$ cat src/rtl/eth_mac_pe_tx_protocol_handle_if.sv
// TX protocol handle bus bundle: word reads from the TX data buffer FIFO on
// one side, the byte stream towards the MAC TX framer on the other.
// The master modport is the protocol handle; slave is its environment.
interface eth_mac_pe_tx_protocol_handle_if;
  // TX data buffer FIFO side
  logic        txdb_pe2fifo_re;
  logic [31:0] txdb_fifo2pe_rdata;
  logic        txdb_fifo_ready;
  // MAC TX framer byte side
  logic [7:0]  tx_frame_byte_data;
  logic        tx_frame_byte_data_valid;
  logic        tx_frame_byte_data_ready;
  logic        tx_frame_byte_data_last;

  modport master (
    output txdb_pe2fifo_re,
    input  txdb_fifo2pe_rdata,
    input  txdb_fifo_ready,
    output tx_frame_byte_data,
    output tx_frame_byte_data_valid,
    input  tx_frame_byte_data_ready,
    output tx_frame_byte_data_last
  );

  modport slave (
    input  txdb_pe2fifo_re,
    output txdb_fifo2pe_rdata,
    output txdb_fifo_ready,
    input  tx_frame_byte_data,
    input  tx_frame_byte_data_valid,
    output tx_frame_byte_data_ready,
    input  tx_frame_byte_data_last
  );
endinterface

$ cat src/rtl/eth_mac_pe_tx_protocol_handle.sv
// TX protocol engine: fetches 32-bit words from the TX data buffer, unpacks
// them little-endian through a small byte precache and streams bytes to the
// MAC TX framer, optionally zero-padding short frames to the minimum length.
module eth_mac_pe_tx_protocol_handle #(
  parameter int PRECACHE_WORDS  = 2,
  parameter int MIN_FRAME_BYTES = 60
) (
  input  logic                               pe_tx_clk,
  input  logic                               pe_tx_rstn,
  eth_mac_pe_tx_protocol_handle_if.master    tx_bus,
  input  logic                               pe_tx_start,
  input  logic                               pe_tx_logic_clr,
  output logic                               tx_handle_done,
  input  logic                               r_pad_en,
  input  logic [11:0]                        r_tx_frame_byte_length,
  output logic [11:0]                        r_tx_frame_byte_real_length
);

  localparam int          DEPTH   = 4 * PRECACHE_WORDS;
  localparam int          PW      = $clog2(DEPTH);
  localparam int          CW      = $clog2(DEPTH + 1);
  localparam logic [11:0] MIN_LEN = 12'(MIN_FRAME_BYTES);

  typedef enum logic [1:0] {IDLE, SEND, PAD, DONE} state_t;

  state_t          state;
  logic [7:0]      cache [DEPTH];
  logic [PW-1:0]   wr_ptr;
  logic [PW-1:0]   rd_ptr;
  logic [CW-1:0]   fill;
  logic            rd_pending;
  logic [10:0]     words_to_read;
  logic [10:0]     words_to_push;
  logic [11:0]     frame_len;
  logic [11:0]     byte_cnt;

  logic [12:0]     space_need;
  logic            space_ok;
  logic            fetch;
  logic            push;
  logic [2:0]      push_bytes;
  logic            valid;
  logic            xfer;
  logic            pop;

  // Circular pointer advance that also works for non power-of-two depths.
  function automatic logic [PW-1:0] ptr_add(input logic [PW-1:0] p, input logic [2:0] k);
    logic [PW:0] s;
    s = {1'b0, p} + (PW+1)'(k);
    if (s >= (PW+1)'(DEPTH)) s = s - (PW+1)'(DEPTH);
    return s[PW-1:0];
  endfunction

  // Fetch/push/pop decisions and the byte-side outputs, decoded from registered state.
  always_comb begin
    // NOTE: every signal gets a default first so no path leaves it unassigned (no latch).
    space_need = rd_pending ? 13'd8 : 13'd4;
    space_ok   = (13'(fill) + space_need) <= 13'(DEPTH);
    fetch      = (state == SEND) && tx_bus.txdb_fifo_ready && (words_to_read != 11'd0)
                 && space_ok && !pe_tx_logic_clr;
    push       = rd_pending && (state == SEND) && !pe_tx_logic_clr;
    // Final word carries len mod 4 bytes (0 meaning a full word); the rest is dropped.
    push_bytes = ((words_to_push == 11'd1) && (frame_len[1:0] != 2'b00))
                 ? {1'b0, frame_len[1:0]} : 3'd4;
    valid      = ((state == SEND) && (fill != '0)) || (state == PAD);
    xfer       = valid && tx_bus.tx_frame_byte_data_ready;
    pop        = xfer && (state == SEND);

    tx_bus.txdb_pe2fifo_re          = fetch;
    tx_bus.tx_frame_byte_data_valid = valid;
    tx_bus.tx_frame_byte_data       = ((state == SEND) && (fill != '0)) ? cache[rd_ptr] : 8'h00;
    tx_bus.tx_frame_byte_data_last  = valid && (byte_cnt == r_tx_frame_byte_real_length - 12'd1);
    tx_handle_done                  = (state == DONE);
  end

  // Precache storage: up to four bytes written per returned word, low byte first.
  // NOTE: storage is deliberately not reset; fill and pointers say which entries are live.
  always_ff @(posedge pe_tx_clk) begin
    if (push) begin
      for (int k = 0; k < 4; k++) begin
        if (3'(k) < push_bytes) cache[ptr_add(wr_ptr, 3'(k))] <= tx_bus.txdb_fifo2pe_rdata[8*k +: 8];
      end
    end
  end

  // Frame FSM with precache bookkeeping; clear flushes everything except real_length.
  always_ff @(posedge pe_tx_clk or negedge pe_tx_rstn) begin
    // NOTE: sequential state uses non-blocking assignments so all flops update together.
    if (!pe_tx_rstn) begin
      state                       <= IDLE;
      wr_ptr                      <= '0;
      rd_ptr                      <= '0;
      fill                        <= '0;
      rd_pending                  <= 1'b0;
      words_to_read               <= '0;
      words_to_push               <= '0;
      frame_len                   <= '0;
      byte_cnt                    <= '0;
      r_tx_frame_byte_real_length <= '0;
    end else if (pe_tx_logic_clr) begin
      state         <= IDLE;
      wr_ptr        <= '0;
      rd_ptr        <= '0;
      fill          <= '0;
      rd_pending    <= 1'b0;
      words_to_read <= '0;
      words_to_push <= '0;
      byte_cnt      <= '0;
    end else begin
      rd_pending <= fetch;
      if (fetch) words_to_read <= words_to_read - 11'd1;
      if (push) begin
        wr_ptr        <= ptr_add(wr_ptr, push_bytes);
        words_to_push <= words_to_push - 11'd1;
      end
      if (pop) rd_ptr <= ptr_add(rd_ptr, 3'd1);
      fill <= fill + (push ? CW'(push_bytes) : CW'(0)) - CW'(pop);

      case (state)
        IDLE: begin
          if (pe_tx_start && (r_tx_frame_byte_length != 12'd0)) begin
            frame_len     <= r_tx_frame_byte_length;
            words_to_read <= 11'((13'(r_tx_frame_byte_length) + 13'd3) >> 2);
            words_to_push <= 11'((13'(r_tx_frame_byte_length) + 13'd3) >> 2);
            r_tx_frame_byte_real_length <= (r_pad_en && (r_tx_frame_byte_length < MIN_LEN))
                                           ? MIN_LEN : r_tx_frame_byte_length;
            byte_cnt      <= '0;
            state         <= SEND;
          end
        end
        SEND: begin
          if (xfer) begin
            byte_cnt <= byte_cnt + 12'd1;
            if (byte_cnt == frame_len - 12'd1)
              state <= (r_tx_frame_byte_real_length > frame_len) ? PAD : DONE;
          end
        end
        PAD: begin
          if (xfer) begin
            byte_cnt <= byte_cnt + 12'd1;
            if (byte_cnt == r_tx_frame_byte_real_length - 12'd1) state <= DONE;
          end
        end
        DONE:    state <= IDLE;
        default: state <= IDLE;
      endcase
    end
  end

endmodule

$ cat src/flat_wrapper.sv
// flat-port wrapper written by rule: the top's interface ports become plain ports
module eth_mac_pe_tx_protocol_handle_flat 
#(
  parameter int PRECACHE_WORDS  = 2,
  parameter int MIN_FRAME_BYTES = 60
)
  (pe_tx_clk, pe_tx_rstn, pe_tx_start, pe_tx_logic_clr, tx_handle_done, r_pad_en, r_tx_frame_byte_length, r_tx_frame_byte_real_length, tx_bus_txdb_pe2fifo_re, tx_bus_txdb_fifo2pe_rdata, tx_bus_txdb_fifo_ready, tx_bus_tx_frame_byte_data, tx_bus_tx_frame_byte_data_valid, tx_bus_tx_frame_byte_data_ready, tx_bus_tx_frame_byte_data_last);
  eth_mac_pe_tx_protocol_handle_if tx_bus_i ();
  input  logic pe_tx_clk;
  input  logic pe_tx_rstn;
  input  logic pe_tx_start;
  input  logic pe_tx_logic_clr;
  output logic tx_handle_done;
  input  logic r_pad_en;
  input  logic [11:0] r_tx_frame_byte_length;
  output logic [11:0] r_tx_frame_byte_real_length;
  output wire logic [$bits(tx_bus_i.txdb_pe2fifo_re)-1:0] tx_bus_txdb_pe2fifo_re;
  input wire logic [$bits(tx_bus_i.txdb_fifo2pe_rdata)-1:0] tx_bus_txdb_fifo2pe_rdata;
  input wire logic [$bits(tx_bus_i.txdb_fifo_ready)-1:0] tx_bus_txdb_fifo_ready;
  output wire logic [$bits(tx_bus_i.tx_frame_byte_data)-1:0] tx_bus_tx_frame_byte_data;
  output wire logic [$bits(tx_bus_i.tx_frame_byte_data_valid)-1:0] tx_bus_tx_frame_byte_data_valid;
  input wire logic [$bits(tx_bus_i.tx_frame_byte_data_ready)-1:0] tx_bus_tx_frame_byte_data_ready;
  output wire logic [$bits(tx_bus_i.tx_frame_byte_data_last)-1:0] tx_bus_tx_frame_byte_data_last;
  assign tx_bus_txdb_pe2fifo_re = tx_bus_i.txdb_pe2fifo_re;
  assign tx_bus_i.txdb_fifo2pe_rdata = tx_bus_txdb_fifo2pe_rdata;
  assign tx_bus_i.txdb_fifo_ready = tx_bus_txdb_fifo_ready;
  assign tx_bus_tx_frame_byte_data = tx_bus_i.tx_frame_byte_data;
  assign tx_bus_tx_frame_byte_data_valid = tx_bus_i.tx_frame_byte_data_valid;
  assign tx_bus_i.tx_frame_byte_data_ready = tx_bus_tx_frame_byte_data_ready;
  assign tx_bus_tx_frame_byte_data_last = tx_bus_i.tx_frame_byte_data_last;
  eth_mac_pe_tx_protocol_handle #(.PRECACHE_WORDS(PRECACHE_WORDS), .MIN_FRAME_BYTES(MIN_FRAME_BYTES)) u_core (.pe_tx_clk(pe_tx_clk), .pe_tx_rstn(pe_tx_rstn), .tx_bus(tx_bus_i), .pe_tx_start(pe_tx_start), .pe_tx_logic_clr(pe_tx_logic_clr), .tx_handle_done(tx_handle_done), .r_pad_en(r_pad_en), .r_tx_frame_byte_length(r_tx_frame_byte_length), .r_tx_frame_byte_real_length(r_tx_frame_byte_real_length));
endmodule
$ cat config.mk
export PLATFORM = sky130hd
export DESIGN_NAME = eth_mac_pe_tx_protocol_handle_flat
export DESIGN_NICKNAME = d
export VERILOG_FILES = /design/src/rtl/eth_mac_pe_tx_protocol_handle_if.sv /design/src/rtl/eth_mac_pe_tx_protocol_handle.sv /design/src/flat_wrapper.sv
export SDC_FILE = /design/constraint.sdc
export NUM_CORES = 1
export LEC_CHECK = 0
export ABC_CLOCK_PERIOD_IN_PS = 3800
export CAP_MARGIN = 30
export CELL_PAD_IN_SITES_DETAIL_PLACEMENT = 2
export CELL_PAD_IN_SITES_GLOBAL_PLACEMENT = 2
export CORE_UTILIZATION = 30
export CTS_CLUSTER_SIZE = 14
export DETAILED_ROUTE_END_ITERATION = 8
export GPL_TIMING_DRIVEN = 1
export PLACE_DENSITY = 0.67
export SYNTH_ARGS = -nofsm -noshare
export SYNTH_HDL_FRONTEND = slang
export SYNTH_SLANG_ARGS = --single-unit
$ cat constraint.sdc
create_clock -name pe_tx_clk -period 3.8 [get_ports pe_tx_clk]
set_clock_uncertainty 0.15 [all_clocks]
set_input_delay 0.76 -clock pe_tx_clk [delete_from_list [all_inputs] [get_ports pe_tx_clk]]
set_output_delay 0.76 -clock pe_tx_clk [all_outputs]
set_load 0.05 [all_outputs]
==> results.md, run 1 <==
- Status: finished clean
- Critical path class: register to output port
- Setup_tns: 0 ns
- CP max-delay cell: clkdlybuf4s50_1
- Die boundary height: 184 um
- Relative slew slack: 0.368
- Dpl hpwl: 27800 um
- Post-route minimum period: 3.65 ns
- Fin. max-slew vios: 0
- Initial Util: 0.306
- Post-synth top cells: 127 x nand2_1, 88 x o21ai_0, 75 x mux2i_1
- Total power per unit cell area: 528 nW/um^2
- CTS tree: yes
- Layout cells sized above 1: 0.193
- Top-area cell type share of the netlist area: 0.193
- CP required: 2.89 ns
- Internal power: 3750 uW
- Post-synth net total: 1122
- DIE WIDTH: 184 um
- Max Cap Violations: 0
- Initial antenna violation count: 0
- Post-Synth XOR/XNOR Area: 0.0599
- CP peak stage delay: 0.70 ns
- Syn avg cell area: 9.62 um^2
- Synth area leaders: edfxtp_1 19%, dfrtp_1 18%, mux2_2 7.6%, mux2i_1 7.6%, nand2_1 4.8%
- Leak pwr: 0.00485 uW
- Critical-path maximum fanout: 18
- R2R setup slack: 0.46 ns
- Worst hold path type: primary input to asynchronous set/reset pin
- Std-Cell Rows: 66
- Worst Path Arrival: 2.74 ns
- Adder-cell share of the synthesized area: 0.0488
- Clock latency on the worst-skew pair: 0.44 ns
- Net load switching power: 2660 uW
- FFs w/ async S/R, synth: 0.526
- Slew @ Worst Pin: 0.946 ns
- Mux cell area share after synthesis: 0.188
- Unique cell type count in the Yosys netlist: 77
- Compound-cell area share of the yosys netlist: 0.120
- Switching share of total power: 0.415
- Clock Tree Buf Depth: 2
- Combinational share of power: 0.410
- Seq pwr share: 0.326
- Residual DRC: 0
- # IOs: 75
- CP cell instances: buf_4, mux4_2, mux2i_1, nor2_1, clkdlybuf4s50_1
- Simple-gate share of the synthesized area: 0.169
- P&R area growth vs syn: 22.1%
- Cell with the most instances after synthesis: nand2_1
- CTS buffer count: 17
- Initial DRC Count: 479
- Total gr overflow: 0
- Number of global-route vias before repair: 9307
- Seq/Total Area, Yosys: 0.372
- Post-CTS Hold Buffers: 0
- Yosys reg bits: 135
- Clk pwr share: 0.264
- Ys flop type: dfrtp_1
- Cell taking the most area after synthesis: edfxtp_1
- CORE AREA: 32500 um^2
- Final instance area: 12100 um^2
- I/O Buffers: 74
- RSZ-0062 raised after global routing: false
- Final setup violation count: 0
- Yosys warns: 0
- Total power: 6410 uW
- Total length of routed wires: 37300 um
- Die area: 33900 um^2
- Fmax: 274 MHz
- # diodes: 0
- Nets: 1215
- Area of the mapped netlist: 9940 um^2
- Hold Vio Cnt, Final: 0
- Per-cell routed wire length: 23.6 um
- Gpl congestion: 0.828
- CP endpoint kind: output port
- Root buffer cell: clkbuf_16
- # H-tree levels: 4
- Fin crit share: 0.960
- Worst vdd ir: 0.322 mV
- Fill count: 3602
- Clk sinks: 135
- Vias/cell: 5.38
- 1st-pass router iterations: 5
- Largest net degree at the start of global routing: 57
- Largest family of logic cells by synthesized area: multiplexers
- GRT Total Usage: 0.229
- Post-DRT Antenna Nets: 0
- Mapped Cells: 1034
- Worst Setup Start Kind: register
- Post-synth EDFFs: 64
- Detailed-route via count: 8504
- Area after DPL: 11500 um^2
- Worst-path clk slew: 0.06 ns
- First-pass GRT wire length: 57000 um
cell families after synthesis:
group | Yosys count
compound gates | 194
mux | 158
buf+inv | 105
flops | 135
fa+ha+maj | 37
xor+xnor | 68
simple gates | 337
through the flow:
stage,instances,worst slack (ns),util,hold WS (ns)
finish,1582,0.154,0.373,0.238
global route,1582,0.0303,0.373,0.298
CTS,1581,0.0199,0.372,0.291
detailed placement,1549,0.176,0.353,0.425
global placement,1547,0.258,0.353,0.403
floorplan,1034,0.0429,-,0.314
area by class of cell:
cell class	instances	area, um^2	area share
timing repair buffer	135	1230	0.101
inverter	44	165	0.0136
sequential	135	3700	0.305
clock buffer	19	433	0.0357
clock inverter	13	146	0.0121
multi-input combinational	794	5920	0.487
tap	442	553	0.0456
state kept, by name (all words and copies together) (netlist names):
register and cells:
u_core.cache 64, u_core.byte_cnt 12, u_core.frame_len 12, u_core.r_tx_frame_byte_real_length 12
u_core.words_to_push 11, u_core.words_to_read 11, u_core.fill 4, u_core.rd_ptr 3
u_core.wr_ptr 3, u_core.state 2, u_core.rd_pending 1
final timing paths:
| kind | start | to | cells after the start |
|---|---|---|---|
| max | u_core.rd_ptr[0]$_DFFE_PN0P_ | tx_bus_tx_frame_byte_data[4] | 5 |
| min | pe_tx_rstn | u_core.r_tx_frame_byte_real_length[5]$_DFFE_PN0P_ | 1 |
| max reg2reg | u_core.state[1]$_DFFE_PN0P_ | u_core.cache[1][1]$_DFFE_PP_ | 10 |
| min reg2reg | u_core.words_to_read[10]$_DFF_PN0_ | u_core.words_to_read[10]$_DFF_PN0_ | 2 |
| max in group asynchronous | pe_tx_rstn | u_core.state[1]$_DFFE_PN0P_ | 2 |
| min in group pe_tx_clk | u_core.words_to_read[10]$_DFF_PN0_ | u_core.words_to_read[10]$_DFF_PN0_ | 2 |
layer usage:
layer	routed length, um	track usage
met5	0	0
met4	927	0.0800
met3	1160	0.0301
met2	18000	0.387
met1	17200	0.299
power groups by stage:
stage	Clock [uW]	Combinational (uW)	Sequential, uW
3_5_place_dp	0	2570	2100
6_report	1690	2620	2090
5_1_grt	1780	2870	2130
3_3_place_gp	0	2480	2100
4_1_cts	1730	2620	2090
2_1_floorplan	0	1450	2210
cell usage in the layout, fill, tap and decap left out, drive strengths merged, types with 16 or more instances in the layout:
master	Yosys	final
a21oi	39	39
buf	20	68
clkbuf	41	19
clkdlybuf4s50	0	67
dfrtp	71	71
edfxtp	64	64
ha	34	34
inv	44	47
mux2	67	67
mux2i	75	75
mux4	16	16
nand2	131	131
nand3	23	23
nor2	63	63
nor3	22	22
nor4	17	17
o21ai	94	94
xnor2	31	31
xor2	37	37
critical path: cells and delay by family, from the launching register on:
family                 cells  cell delay (ns)
buffers and inverters      2             1.06
AND/OR/NAND/NOR            1             0.06
multiplexers               2             0.86
flip-flops                 1             0.32
repair_timing:
item,4_1_cts,5_1_grt
buffers inserted,0,1
setup endpoints to repair,1,1
gates resized for setup,4,6
pin swaps,0,2
endpoints found under the hold margin,0,0
Note: power is estimated with default switching activity, not from simulation.
==> inputs of run 2 (changes only) <==
- ABC_CLOCK_PERIOD_IN_PS: 3800 -> default
==> results of run 2 <==
Final layout, timing and power as in run 1 (identical DEF).
